===== config.mk =====
export PLATFORM = sky130hd
export DESIGN_NAME = run_detect_arbiter
export DESIGN_NICKNAME = d
export VERILOG_FILES = /design/src/rtl/run_detect_arbiter.sv
export SDC_FILE = /design/constraint.sdc
export NUM_CORES = 1
export LEC_CHECK = 0
export CAP_MARGIN = 40
export CELL_PAD_IN_SITES_DETAIL_PLACEMENT = 0
export CELL_PAD_IN_SITES_GLOBAL_PLACEMENT = 2
export CORE_MARGIN = 2
export CORE_UTILIZATION = 34
export DETAILED_ROUTE_END_ITERATION = 7
export PLACE_DENSITY = 0.91
export SLEW_MARGIN = 10
export SYNTH_ARGS = -nofsm -noshare
export SYNTH_HDL_FRONTEND = slang
export SYNTH_SLANG_ARGS = --single-unit
export TNS_END_PERCENT = 5

===== constraint.sdc =====
create_clock -name clk -period 3.2 [get_ports clk]
set_clock_uncertainty 0.15 [all_clocks]
set_input_delay 0.32 -clock clk [delete_from_list [all_inputs] [get_ports clk]]
set_output_delay 0.32 -clock clk [all_outputs]
set_load 0.005 [all_outputs]

===== src/rtl/run_detect_arbiter.sv =====
// Round-robin arbiter with a per-tenure run detector on the owner's serial bit.
// Z1/Z2 flag a run of ones ending or continuing. hit_cnt counts continuations in each tenure.
module run_detect_arbiter #(
    parameter int N_REQ    = 4,
    parameter int RUN_LEN  = 2,
    parameter int MAX_HOLD = 8
) (
    input  logic                     clk,
    input  logic                     reset,
    input  logic [N_REQ-1:0]         req,
    input  logic [N_REQ-1:0]         done,
    input  logic [N_REQ-1:0]         X_in,
    output logic [N_REQ-1:0]         gnt,
    output logic [$clog2(N_REQ)-1:0] gnt_id,
    output logic                     busy,
    output logic                     Ya,
    output logic                     Yb,
    output logic                     Yc,
    output logic                     Z1,
    output logic                     Z2,
    output logic [3:0]               hit_cnt
);

    localparam int ID_W = $clog2(N_REQ);

    typedef enum logic [1:0] {
        S_IDLE,
        S_GRANT,
        S_RELEASE
    } state_t;

    state_t            r_state;
    logic [ID_W-1:0]   r_rr_ptr;
    logic [ID_W-1:0]   r_owner;
    logic [N_REQ-1:0]  r_gnt;
    logic              r_busy;
    logic [3:0]        r_run_cnt;
    logic [3:0]        r_hit_cnt;
    logic [7:0]        r_hold_cnt;

    logic              w_found;
    logic [ID_W-1:0]   w_pick;
    logic              w_x_own;
    logic              w_release;
    logic [ID_W-1:0]   w_next_ptr;

    // Scan from the highest offset down so the lowest offset at or above rr_ptr wins.
    always_comb begin
        w_found = 1'b0;
        w_pick  = '0;
        for (int i = N_REQ - 1; i >= 0; i--) begin
            if (req[(int'(r_rr_ptr) + i) % N_REQ]) begin
                w_found = 1'b1;
                w_pick  = ID_W'((int'(r_rr_ptr) + i) % N_REQ);
            end
        end
    end

    assign w_x_own    = X_in[r_owner];
    assign w_release  = done[r_owner] | ~req[r_owner] | (r_hold_cnt == 8'(MAX_HOLD - 1));
    assign w_next_ptr = (int'(r_owner) == N_REQ - 1) ? '0 : r_owner + 1'b1;

    assign Ya = r_busy & (r_run_cnt == 4'd0);
    assign Yb = r_busy & (r_run_cnt != 4'd0) & (r_run_cnt < 4'(RUN_LEN));
    assign Yc = r_busy & (r_run_cnt == 4'(RUN_LEN));
    assign Z1 = Yc & ~w_x_own;
    assign Z2 = Yc & w_x_own;

    assign gnt     = r_gnt;
    assign busy    = r_busy;
    assign gnt_id  = r_owner;
    assign hit_cnt = r_hit_cnt;

    // NOTE: every register here uses <= so all next-state terms see pre-edge values.
    always_ff @(posedge clk or posedge reset) begin
        if (reset) begin
            r_state    <= S_IDLE;
            r_rr_ptr   <= '0;
            r_owner    <= '0;
            r_gnt      <= '0;
            r_busy     <= 1'b0;
            r_run_cnt  <= 4'd0;
            r_hit_cnt  <= 4'd0;
            r_hold_cnt <= 8'd0;
        end else begin
            case (r_state)
                S_IDLE: begin
                    if (w_found) begin
                        r_state    <= S_GRANT;
                        r_owner    <= w_pick;
                        r_gnt      <= N_REQ'(1) << w_pick;
                        r_busy     <= 1'b1;
                        r_run_cnt  <= 4'd0;
                        r_hit_cnt  <= 4'd0;
                        r_hold_cnt <= 8'd0;
                    end
                end
                S_GRANT: begin
                    r_hold_cnt <= r_hold_cnt + 8'd1;
                    if (Z2 && r_hit_cnt != 4'd15)
                        r_hit_cnt <= r_hit_cnt + 4'd1;
                    if (!w_x_own)
                        r_run_cnt <= 4'd0;
                    else if (r_run_cnt < 4'(RUN_LEN))
                        r_run_cnt <= r_run_cnt + 4'd1;
                    if (w_release) begin
                        r_state  <= S_RELEASE;
                        r_gnt    <= '0;
                        r_busy   <= 1'b0;
                        r_rr_ptr <= w_next_ptr;
                    end
                end
                S_RELEASE: begin
                    r_state <= S_IDLE;
                end
                default: begin
                    r_state <= S_IDLE;
                end
            endcase
        end
    end

endmodule


# Word-level counts from Yosys, hierarchy flattened
# Cells that the tools add are included.
totals:
  regBits: 27
  input_bits: 14
  output_inout_bits: 16
  word_cells: 102
op_classes:
  bitwise: 13
  order_cmp: 6
  shifts: 1
  eq_ne: 9
  n_mux: 43
  addsub: 7
  n_reduce_logical: 15
op_table:
  columns: ["op", "count"]
  rows:
  - ["$mux W4", 6]
  - ["$pmux W4 S2", 3]
  - ["$mux W1", 16]
  - ["$pmux W8 S2", 1]
  - ["$bmux W1 S2", 7]
  - ["$mux W2", 7]
  - ["$lt A3 B4 Y1 const B", 3]
  - ["$reduce_and A3 Y1", 3]
  - ["$add A4 B1 Y4 const B", 2]
  - ["$add A8 B1 Y8 const B", 1]
  - ["$eq A8 B3 Y1 const B", 1]
  - ["$mux W8", 1]
  - ["$reduce_and A2 Y1", 4]
  - ["$and A1 B1 Y1", 6]
  - ["$lt A2 B3 Y1 const B", 2]
  - ["$ne A2 B2 Y1 const B", 3]
  - ["$reduce_or A2 Y1", 3]
  - ["$add A2 B1 Y2 const B", 2]
  - ["$add A2 B2 Y2 const B", 2]
  - ["$eq A2 B1 Y1 const B", 2]
  - ["$eq A4 B2 Y1 const B", 1]
  - ["$logic_not A4 Y1", 1]
  - ["$lt A4 B2 Y1 const B", 1]
  - ["$ne A4 B4 Y1 const B", 1]
  - ["other kinds (11)", 15]

# Depth between registers and ports, before layout
depth:
  depth_word: 13
  ltp_mapped: 7
  mapped_depth_nobuf: 7

# Worst setup path after synthesis
# OpenSTA, ideal clock, no wires.
synth_timing:
  path_type: "reg2reg"
  startpoint: "reg r_hold_cnt[3]"
  endpoint: "reg r_rr_ptr[0]"
  slack_ns: 1.176
  setup_time_ns: 0.125
  stages_incl_launch_ff: 5
  n_path_buf: 0
  required_time_ns: 2.925
  period_less_slack_ns: 2.024
  arrival_time_ns: 1.749
  cell_sequence: "dfrtp_1 -> or4_1 -> or3_4 -> a21oi_2 -> mux2_2"
synth_via:
  elab_chain_cells: 3
synth_rtl:
  columns: ["element", "line_no", "text"]
  rows:
  - ["from (decl)", "39", "logic [7:0] r_hold_cnt;"]
  - ["from (signal assigned)", "99", "r_hold_cnt <= r_hold_cnt + 8'd1;"]
  - ["$eq A8 B3 Y1", "60", "assign w_release = done[r_owner] | ~req[r_owner] | (r_hold_cnt == 8'(MAX_HOLD - 1));"]
  - ["$or A1 B1 Y1", "60", null]
  - ["$reduce_and A2 Y1 (no line)", null, null]
  - ["to (signal assigned)", "110", "r_rr_ptr <= w_next_ptr;"]
  - ["to (decl)", "33", "logic [ID_W-1:0] r_rr_ptr;"]
# No other way between the ends.
# A chain may end at the register's enable or synchronous reset.

# Worst setup path in the final report
layout_timing:
  startpoint: "reg r_owner[0], in the netlist gnt_id[0]"
  endpoint: "out Z1"
layout_via:
  elab_chain_cells: 4
layout_rtl:
  columns: ["element", "line_no", "text"]
  rows:
  - ["from (decl)", "34", "logic [ID_W-1:0] r_owner;"]
  - ["from (signal assigned)", "90", "r_owner <= w_pick;"]
  - ["$bmux W1 S2", "59", "assign w_x_own = X_in[r_owner];"]
  - ["$mux W1 (implied by the code)", "59", null]
  - ["$not A1 Y1", "66", "assign Z1 = Yc & ~w_x_own;"]
  - ["$and A1 B1 Y1", "66", null]
  - ["to (decl)", "19", "output logic Z1,"]
# No other way between the ends. The select of a mux whose other input is x is not followed.

==> summary.txt <==
Final layout
  • Layout cells sized above 1: 8.29%
  • Commonest cells after routing, fill and taps aside: clkdlybuf4s50_1 (29), dfrtp_1 (27), nand2_1 (16)
  • Commonest non-fill, non-tap cell in the layout: clkdlybuf4s50_1
  • Footprint of the multi-input gates: 744 um^2
  • Ant. Diodes: 0
  • Nets: 202
  • Filler cell count: 387
  • FF+latch area: 676 um^2
  • Area Growth Syn to Fin: 29.0%

Synthesis
  • Syn avg cell area: 9.90 um^2
  • Top cell type's share of synthesized area: 46.1%
  • Top cells by area, synth: dfrtp_1 (46%), ha_1 (5.1%), o21ai_0 (5.1%)
  • Cells after synthesis: 148
  • Cell Area, Synth: 0.00147 mm^2
  • Area leader, netlist: dfrtp_1
  • Synth cell types: 39
  • Sequential area share after synthesis: 46.1%
  • Synth Register Bits: 27
  • Mapped Nets: 168
  • Synth warn: 0

STA
  • Max-slew headroom: 51.4%
  • Setup ws final: 0.706 ns
  • Tmin final: 2.49 ns
  • Worst slew pin tran: 0.710 ns
  • Unrepaired setup endpoints after global routing: false
  • Tcrit/Tclk final: 77.9%
  • Fin. max-slew vios: 0
  • Final count of negative-setup-slack endpoints: 0
  • Fmax: 401 MHz
  • Hold Vio Cnt, Final: 0
  • Total negative setup slack: 0 ns

Route
  • Final wirelength: 3470 um
  • Detail Route Antenna Nets: 0
  • Via/cell ratio: 5.34
  • DR iter-0 viols: 39
  • # DRC: 0
  • Vias: 1234
  • Routed len/inst: 15.0 um
  • TritonRoute pass-1 iters: 4

Floorplan
  • Core box area: 0.00409 mm^2
  • Cell Rows: 23
  • # IOs: 30
  • Initial core utilization: 35.9%
  • Die area: 0.00485 mm^2
  • Die Y: 69.6 um
  • DIE WIDTH: 69.6 um

Worst setup path
  • Crit path max fanout: 6
  • CP Class: register to primary output
  • CP Cell Sequence: mux4_2 -> nor2_1 -> clkdlybuf4s50_1
  • Crit. Startpoint: gnt_id[0]
  • Stages on the worst setup path: 3
  • Data arrival, critical path: 2.02 ns
  • R2R depth: 4
  • Worst EP required: 2.73 ns
  • CP endpoint: Z1
  • CP bufs+invs: 1
  • CP endpoint kind: primary output
  • Reg2reg start: r_hold_cnt[3]
  • Slowest cell on the critical path: mux4_2
  • Setup slack, reg-to-reg: 1.06 ns
  • CP max stage delay: 0.61 ns
  • R2R Path End: r_rr_ptr[1]
  • Crit-path leading delay family: multiplexers
  • Worst Setup Start Kind: register

Job
  • Max cap viols: 0

Power
  • Peak supply drop: 0.380 mV
  • Cell Pwr Density: 705 mW/mm^2
  • Tot Pwr: 1330 uW
  • Static Leakage: 0.000848 uW

Worst hold path
  • Tightest Hold Check Type: input pin to asynchronous set/reset pin

GRT
  • Vias in the first global route: 1214
  • Gr ovfl total: 0
  • Total GRT Usage: 14.9%
  • First-pass GRT wire length: 5870 um
  • Initial antenna violation count: 0
  • Largest net degree at the start of global routing: 17

Clocking
  • Clock Pin Slew Worst Setup and Hold Paths: 0.09 ns
  • CTS Hold Buffers Added: 0
  • Clock latency on the worst-skew pair: 0.27 ns
  • H-tree depth: 1
  • Root Buffer: clkbuf_8
  • Sink Count: 27
  • Clock buffer depth: 2
  • CTS tree: built
  • Post-CTS Setup Bufs: 0
  • Cts bufs inserted: 3
  • Post-CTS resize count: 0

Outcome
  • Outcome: completed

Placed design
  • Place WS: 0.833 ns
  • I/O Buffers: 29
  • Hpwl dp: 2620 um
  • GP Congestion: 0.856
-- metal layers --
metal	up-vias	global-route usage (%)	share of wire, %
met2	25	26.0	49
met4	0	3.85	0.81
met1	603	19.2	46
met3	4	2.33	3.5
met5	-	0	0
li1	602	-	-
-- Yosys cell counts --
cell type,instances
mux2i_1,3
a21boi_0,1
a31o_4,1
and3_2,1
nor2_1,8
nand3_1,5
xor2_1,3
nor2b_1,6
and3b_1,1
o2bb2ai_1,3
dfrtp_1,27
a21o_2,2
a2111oi_0,1
inv_1,10
nand2b_1,1
a311o_1,1
ha_1,6
a21oi_2,1
mux4_2,2
nand2_1,16
o21bai_1,1
nor4_1,1
clkbuf_1,2
and3_1,3
o21ai_0,15
a221oi_1,1
nor3_1,3
nand4_1,3
a22o_1,3
o21a_1,2
a31oi_1,2
o31ai_1,1
or3_1,1
a21oi_1,5
or3_4,1
mux2_2,2
o22ai_1,1
and2_1,1
or4_1,1
-- metrics by stage --
stage / instances / util, % / hold WS (ns) / instance area, um^2
after floorplan: 148 / - / 0.223 / 1470
after global routing: 231 / 46.3 / 0.311 / 1890
after detailed placement: 227 / 45.2 / 0.326 / 1850
after CTS: 231 / 46.3 / 0.271 / 1890
final: 231 / 46.3 / 0.252 / 1890
after global placement: 226 / 44.5 / 0.319 / 1820
-- registers in the layout, indices dropped and copies added, names as in the netlist --
name,cells
r_state,2
gnt,4
r_rr_ptr,2
r_hold_cnt,8
hit_cnt,4
gnt_id,2
busy,1
r_run_cnt,4
-- worst min path at each step --
stage | from | end | slack, ns | cells after the start
after floorplan | reset | busy | 0.22 | 1
after global placement | r_hold_cnt[7] | r_hold_cnt[7] | 0.32 | 1
after detailed placement | gnt[3] | gnt[3] | 0.33 | 1
after CTS | reset | r_hold_cnt[0] | 0.27 | 2
after global routing | reset | r_state[1] | 0.31 | 2
final | reset | r_rr_ptr[1] | 0.25 | 2
-- layout make-up --
class | count | area share [%]
clock buffers | 4 | 2.38
inverters | 10 | 1.99
multi-input cells | 109 | 39.4
flip-flops and latches | 27 | 35.7
well taps | 50 | 3.31
repair buffers | 31 | 17.2
-- worst reg2reg max path, cell delays in order (launching register included) --
cell and delay [ns]:
dfrtp_1 0.44, or4_1 0.51, or3_4 0.37, a21oi_2 0.21, mux2_2 0.35
-- cells by family (layout without fill, tap and decap cells) --
| logic type | count (synthesis) | in the layout | share of synthesized area [%] |
|---|---|---|---|
| adder cells (fa/ha/maj) | 6 | 6 | 5.12 |
| AND/OR/NAND/NOR | 52 | 52 | 18.1 |
| flip-flops | 27 | 27 | 46.1 |
| multiplexers | 7 | 7 | 6.66 |
| AO/OA/AOI/OAI | 41 | 41 | 19.1 |
| buffers and inverters | 12 | 45 | 3.07 |
| XOR/XNOR | 3 | 3 | 1.79 |
-- power breakdown --
group | internal [uW] | switching [uW]
combinational | 312 | 291
clock | 89.2 | 105
sequential | 430 | 105
Note: power is estimated with default switching activity, not from simulation.
